<file path="config.mk">
export PLATFORM = sky130hd
export DESIGN_NAME = alu_issue_ctrl
export DESIGN_NICKNAME = d
export VERILOG_FILES = /design/src/rtl/alu_issue_ctrl.sv
export SDC_FILE = /design/constraint.sdc
export NUM_CORES = 1
export LEC_CHECK = 0
export ABC_AREA = 1
export BUFFER_PORTS_ARGS = -buffer_cell sky130_fd_sc_hd__buf_2
export CAP_MARGIN = 20
export CORE_MARGIN = 2
export CORE_UTILIZATION = 43
export CTS_CLUSTER_SIZE = 25
export DETAILED_ROUTE_END_ITERATION = 8
export PLACE_DENSITY_LB_ADDON = 0.08
export SETUP_SLACK_MARGIN = 0.05
export SLEW_MARGIN = 5
export SYNTH_ARGS = -nofsm -noshare
export SYNTH_HDL_FRONTEND = slang
export SYNTH_SLANG_ARGS = --single-unit
</file>
<file path="constraint.sdc">
create_clock -name clk -period 1.8 [get_ports clk]
set_clock_uncertainty 0.1 [all_clocks]
set_input_delay 0.36 -clock clk [delete_from_list [all_inputs] [get_ports clk]]
set_output_delay 0.36 -clock clk [all_outputs]
set_load 0.01 [all_outputs]
</file>
<file path="src/rtl/alu_issue_ctrl.sv">
// Issue controller between two requesters and a shared ALU: round-robin grant,
// one op in flight, divide wait with timeout, and a drain period after reset or timeout.
module alu_issue_ctrl #(
  parameter int WAIT_LIMIT   = 40,
  parameter int DRAIN_CYCLES = 34
) (
  input  logic        clk,
  input  logic        rst_n,
  input  logic [1:0]  req_valid,
  output logic [1:0]  req_ready,
  input  logic [74:0] req_op0,
  input  logic [74:0] req_op1,
  output logic [1:0]  rsp_valid,
  input  logic [1:0]  rsp_ready,
  output logic [31:0] rsp_data,
  output logic        rsp_err,
  output logic [31:0] alu_in1,
  output logic [31:0] alu_in2,
  output logic        alu_is_imm,
  output logic [2:0]  alu_funct3,
  output logic [6:0]  alu_funct7,
  output logic        alu_ready,
  input  logic [31:0] alu_out,
  input  logic        alu_done,
  output logic        busy
);

  typedef enum logic [2:0] {DRAIN, IDLE, ISSUE, WAIT, RESP} state_t;

  typedef struct packed {
    logic        is_imm;
    logic [6:0]  funct7;
    logic [2:0]  funct3;
    logic [31:0] in2;
    logic [31:0] in1;
  } op_t;

  localparam int WCW = $clog2(WAIT_LIMIT + 1);
  localparam int DCW = $clog2(DRAIN_CYCLES + 1);
  localparam logic [WCW-1:0] WAIT_LAST  = WCW'(WAIT_LIMIT - 1);
  localparam logic [DCW-1:0] DRAIN_LAST = DCW'(DRAIN_CYCLES - 1);

  state_t         state, state_nxt;
  op_t            op_q;
  logic           g_q;
  logic           last_grant;
  logic           grant;
  logic [WCW-1:0] wait_cnt;
  logic [DCW-1:0] drain_cnt;
  logic [31:0]    result_q;
  logic           err_q;

  // NOTE: every output of this block gets a default before the case so no path
  // leaves a variable unassigned; otherwise synthesis infers a latch.
  always_comb begin
    state_nxt  = state;
    req_ready  = '0;
    rsp_valid  = '0;
    alu_ready  = 1'b0;
    grant      = 1'b0;
    alu_in1    = op_q.in1;
    alu_in2    = op_q.in2;
    alu_is_imm = op_q.is_imm;
    alu_funct3 = op_q.funct3;
    alu_funct7 = op_q.funct7;
    case (state)
      DRAIN: begin
        // Park the ALU on a DIV encoding with zero operands while old work flushes.
        alu_in1    = '0;
        alu_in2    = '0;
        alu_is_imm = 1'b0;
        alu_funct3 = 3'b100;
        alu_funct7 = 7'b0000001;
        if (drain_cnt == DRAIN_LAST) state_nxt = IDLE;
      end
      IDLE: begin
        alu_in1    = '0;
        alu_in2    = '0;
        alu_is_imm = 1'b0;
        alu_funct3 = 3'b000;
        alu_funct7 = 7'b0000000;
        // With both requesting, the one not served last wins.
        grant = (req_valid == 2'b11) ? ~last_grant : req_valid[1];
        if (req_valid != 2'b00) begin
          req_ready[grant] = 1'b1;
          state_nxt        = ISSUE;
        end
      end
      ISSUE: begin
        alu_ready = 1'b1;
        state_nxt = alu_done ? RESP : WAIT;
      end
      WAIT: begin
        if (alu_done || wait_cnt == WAIT_LAST) state_nxt = RESP;
      end
      RESP: begin
        rsp_valid[g_q] = 1'b1;
        if (rsp_ready[g_q]) state_nxt = err_q ? DRAIN : IDLE;
      end
      default: state_nxt = DRAIN;
    endcase
  end

  // NOTE: state registers use non-blocking assignments so every flop samples
  // the pre-edge values regardless of statement order.
  always_ff @(posedge clk or negedge rst_n) begin
    if (!rst_n) begin
      state      <= DRAIN;
      op_q       <= '0;
      g_q        <= 1'b0;
      last_grant <= 1'b1;
      wait_cnt   <= '0;
      drain_cnt  <= '0;
      result_q   <= '0;
      err_q      <= 1'b0;
    end else begin
      state <= state_nxt;
      case (state)
        DRAIN: drain_cnt <= (drain_cnt == DRAIN_LAST) ? '0 : drain_cnt + DCW'(1);
        IDLE: begin
          if (req_valid != 2'b00) begin
            op_q <= grant ? op_t'(req_op1) : op_t'(req_op0);
            g_q  <= grant;
          end
        end
        ISSUE: begin
          err_q    <= 1'b0;
          wait_cnt <= '0;
          if (alu_done) result_q <= alu_out;
        end
        WAIT: begin
          if (alu_done) begin
            result_q <= alu_out;
          end else if (wait_cnt == WAIT_LAST) begin
            result_q <= '0;
            err_q    <= 1'b1;
          end else begin
            wait_cnt <= wait_cnt + WCW'(1);
          end
        end
        RESP: if (rsp_ready[g_q]) last_grant <= g_q;
        default: ;
      endcase
    end
  end

  assign rsp_data = result_q;
  assign rsp_err  = err_q;
  assign busy     = (state != IDLE);

endmodule

</file>
Yosys cells after proc, flatten, opt, wreduce, memory -nomap -nowiden
Cells that the tools add are included.
{ "op_classes": {"add_sub_neg": 2, "n_lt_le_gt_ge": 4, "eq_ne": 17, "n_mux": 36, "bitwise_logic": 1, "n_reduce_logical": 13} }
{ "ops": {"columns": ["cell", "count"], "rows": [
  ["$mux 32", 5],
  ["$mux 75", 1],
  ["$pmux 32 s2", 1],
  ["$mux 6", 3],
  ["$ne 2x2->1 const B", 8],
  ["$mux 3", 5],
  ["$pmux 3 s5", 1],
  ["$pmux 7 s2", 1],
  ["$add 6x1->6 const B", 2],
  ["$eq 6x6->1 const B", 2],
  ["$pmux 6 s2", 1],
  ["$mux 1", 11],
  ["$reduce_and 3->1", 3],
  ["$eq 3x2->1 const B", 2],
  ["$mux 2", 3],
  ["$pmux 3 s2", 1],
  ["$lt 1x2->1 const B", 2],
  ["$reduce_and 2->1", 2],
  ["$reduce_and 4->1", 1],
  ["$reduce_bool 2->1", 2],
  ["$eq 3x1->1 const B", 1],
  ["$eq 3x3->1 const B", 1],
  ["$logic_not 3->1", 1],
  ["$ne 3x1->1 const B", 1],
  ["other kinds (9)", 12]
]} }
{ "totals": {"reg_bits": 125, "in_bits": 189, "out_inout_bits": 114, "elab_cells": 85} }

Longest topological paths before layout
{ "depth": {"depth_word": 8, "ltp_mapped": 10, "mapped_depth_nobuf": 9} }

Worst setup path after synthesis
OpenSTA, ideal clock, no wires.
{ "synth_path": {"kind": "register to output", "from": "reg state[0]", "to": "out alu_funct3[0]", "arrival_ns": 1.315, "t_required_ns": 1.340, "slack_ns": 0.025, "path_stages_with_launch": 8, "path_buffers": 1, "cell_sequence": "dfrtp_1 -> inv_1 -> nand2_1 -> nor2_2 -> inv_2 -> nand2_2 -> buf_4 -> nor2_1"} }
{ "synth_between": {"elab_chain_len": 2, "word_cells_on_any_way": 3, "cone_classes": "eq/ne: 1; mux: 1; reduce/logical: 1"} }
{ "synth_rtl": {"columns": ["element", "line_no", "source"], "rows": [
  ["start: declaration", "43", "state_t state, state_nxt;"],
  ["start signal: assignment", "117", "state <= state_nxt;"],
  ["$eq 3x1->1 / $logic_not 3->1 (equally long branches)", "66", "case (state)"],
  ["$pmux 3 s2 (*)", "66", null],
  ["end: declaration", "20", "output logic [2:0] alu_funct3,"]
]} }
Mark *: on every way between the ends. The rest lies on a longest branch, timed or not.

Final worst setup path
{ "layout_path": {"from": "reg state[1]", "to": "out alu_in1[29]"} }
{ "layout_between": {"elab_chain_len": 3, "word_cells_on_any_way": 4, "cone_classes": "eq/ne: 1; mux: 1; reduce/logical: 2"} }
{ "layout_rtl": {"columns": ["element", "line_no", "source"], "rows": [
  ["$eq 3x1->1 / $logic_not 3->1 (equally long branches)", "66", null],
  ["$reduce_or 2->1 (no source line) (*)", null, null],
  ["$mux 32 (*)", "66", null],
  ["end: declaration", "17", "output logic [31:0] alu_in1,"]
]} }
Marked as above.

==> flow_summary.toml <==
[placed_design]
io_buffers = 302
dp_hpwl_um = 14100
place_congestion = 0.858

[routing]
routed_wl_um = 22200
drt_iter0_markers = 477
vias = 6981
drc = 0
drtAntennaViolNets = 0
dr.pass1.iters = 5
vias_per_cell = 4.95
avgRoutedWirePerCell_um = 15.8

[pwr]
swShare_pct = 40.8
p_leak_uw = 0.00531
p_sw_uw = 7450
clockPowerShare_pct = 19.0
sequentialPowerShare_pct = 26.5
power_density_mw_per_mm2 = 1850
comb_power_share_pct = 54.5
ir_drop_v = 0.000793
internal_power_uw = 10800

[yosys]
synth_cell_types = 30
yosys-top-cells-count = "184 x nand2_1, 165 x nor2_1, 124 x dfrtp_1"
synth.cell_area_sq_mm = 0.00653
synth_edf_count = 0
ys_async_sr_fraction_pct = 100
yosys_warnings = 0
synth-seq-cells = 125
syn_area_per_cell_sq_um = 7.59
yosys-top-cells-area = "dfrtp_1 48%, nand2_1 11%, nor2_1 9.5%"
synth_area_leader_cell = "dfrtp_1"
synth_fp_nets = 1052
syn_inst = 860
synth_top_flop_cell = "dfrtp_1"
ys_seq_area_share_pct = 47.9
synth.most_common_cell = "nand2_1"
synth_top_area_share_pct = 47.5

[floorplanning]
start_util_pct = 43.4
die_area_sq_mm = 0.0162
num_rows = 45
io-pin-count = 303
core_sq_mm = 0.0150
fp.dieW_um = 127
fp.dieH_um = 127

[timing]
fin_crit_sh_pct = 117
period_minus_slack_ps = 2110
finalSetupViolCount = 111
tightest_slew_ps = 464
fin_setup_tns_ps = -25720
hold_ws_ps = 87.8
fmax_ghz = 0.473
slew_violations = 0
rsz0062_at_grt = "true"
max-slew-margin-rel_pct = 69.1
fin_ws_ps = -312
hold_viol_final = 0

[worst_setup_path]
critPathMaxFanout = 21
cp-start-kind = "flop"
crit_arrival_ps = 1650
worstPathRequired_ps = 1340
end_kind = "output port"
worstSetupPathType = "flop to output port"

[clock_tree]
cts_buffer_depth = 2
cts.htree.levels = 4
clk_pin_slew_ps = 60
clock_sinks = 125
cts_root_buf = "clkbuf_16"
cts_buffers = 17
cts_tree = "yes"
clk_latency_ps = 410

[run_status]
status = "finished with violations"
violations = "setup timing"

[run]
maxCapViolCount = 0

[grt]
grt_pass1_wl_um = 33100
grt_overflow = 0
grt_start_max_net_pins = 55
grt_pass1_vias = 6583
antenna_found_initial = 1
track_usage_pct = 26.0

[finish]
area_delta_synth_final_pct = 51.1
num-fill-cells = 1339
drive_gt1_share_pct = 41.3
insertedDiodeCount = 0
nets = 1400

[hold_path]
hold_path.class = "primary input to flop"
worst paths after layout:
path	from	endpoint	slack (ps)	cells past startpoint
max	state[1]$_DFFE_PN0P_	alu_in1[29]	-310	8
min	alu_out[22]	rsp_data[22]$_DFFE_PN0P_	90	3
max reg2reg	state[1]$_DFFE_PN0P_	rsp_data[4]$_DFFE_PN0P_	-150	12
min reg2reg	rsp_data[11]$_DFFE_PN0P_	rsp_data[11]$_DFFE_PN0P_	380	2
max in group asynchronous	rst_n	state[2]$_DFFE_PN0P_	610	3
min in group asynchronous	rst_n	op_q[6]$_DFFE_PN0P_	330	2
through the flow:
| step | setup WS [ps] | utilization (%) | cells | area [sq um] | power, uW |
|---|---|---|---|---|---|
| floorplan | 57.9 | - | 860 | 6530 | 9720 |
| global placement | 59.2 | 55.4 | 1335 | 8340 | 12400 |
| detailed placement | 38.0 | 55.4 | 1335 | 8340 | 12500 |
| global route | -384 | 65.6 | 1409 | 9860 | 19600 |
| CTS | -358 | 63.2 | 1393 | 9490 | 17500 |
| finish | -312 | 65.6 | 1409 | 9860 | 18300 |
placed cells by master (no fill, tap or decap), types with 7 or more instances in the layout:
| cell type | instances |
|---|---|
| buf_2 | 295 |
| nand2_1 | 168 |
| nor2_1 | 141 |
| dfrtp_1 | 123 |
| o21ai_1 | 94 |
| inv_1 | 88 |
| o21ai_0 | 67 |
| buf_4 | 31 |
| o21ai_2 | 26 |
| nand2_2 | 23 |
| clkbuf_16 | 23 |
| nor2_2 | 21 |
| buf_6 | 20 |
| buf_12 | 14 |
| nand3_1 | 11 |
| inv_2 | 9 |
| buf_16 | 7 |
area by class of cell:
| class | instances | area [sq um] | share of cell area, % |
|---|---|---|---|
| clock inverter | 5 | 77.6 | 0.787 |
| multi-input combinational | 587 | 2880 | 29.2 |
| timing repair buffer | 379 | 2640 | 26.8 |
| sequential | 125 | 3130 | 31.7 |
| clock buffer | 27 | 523 | 5.30 |
| tap | 188 | 235 | 2.38 |
| inverter | 98 | 370 | 3.75 |
cell families after synthesis:
kind of cell | Yosys count | synth area share [%]
compound gates | 195 | 16.4
xor+xnor | 3 | 0.403
fa+ha+maj | 3 | 0.575
buf+inv | 148 | 10.7
flops | 125 | 47.9
simple gates | 386 | 23.9
state kept, by name, summed over array words and instances (netlist names):
name / flops
g_q: 1
op_q: 75
rsp_data: 32
rsp_err: 1
drain_cnt: 6
wait_cnt: 6
state: 3
last_grant: 1
power groups by stage:
stage | clock network [uW] | registers (uW) | logic (uW)
after global placement | 0 | 4790 | 7620
after CTS | 3530 | 4810 | 9180
after global routing | 3670 | 4980 | 11000
after detailed placement | 0 | 4820 | 7680
final | 3470 | 4840 | 9970
after floorplan | 0 | 4870 | 4850
layer usage:
layer	global-route usage, %	vias up	wire length [um]
li1	-	3394	-
met1	33.6	3251	9570
met3	5.90	43	1510
met4	8.99	2	583
met2	43.4	291	10500
met5	0	-	16
repair_timing:
item / 4_1_cts / 5_1_grt
endpoints found under the setup margin: 93 / 153
hold buffers: 1 / 0
setup buffers: 19 / 14
endpoints found under the hold margin: 27 / 0
resized for setup: 54 / 57
cloned: 7 / 7
pin swaps: 8 / 9
worst max-delay path: stages, from the launching register on:
cell and delay (ps):
dfrtp_1 400, inv_2 120, nand2_2 80, nor2_4 90, inv_2 70, nand2_8 110
buf_12 180, nor2_1 50, buf_2 130
(Power assumes the default switching activity.)
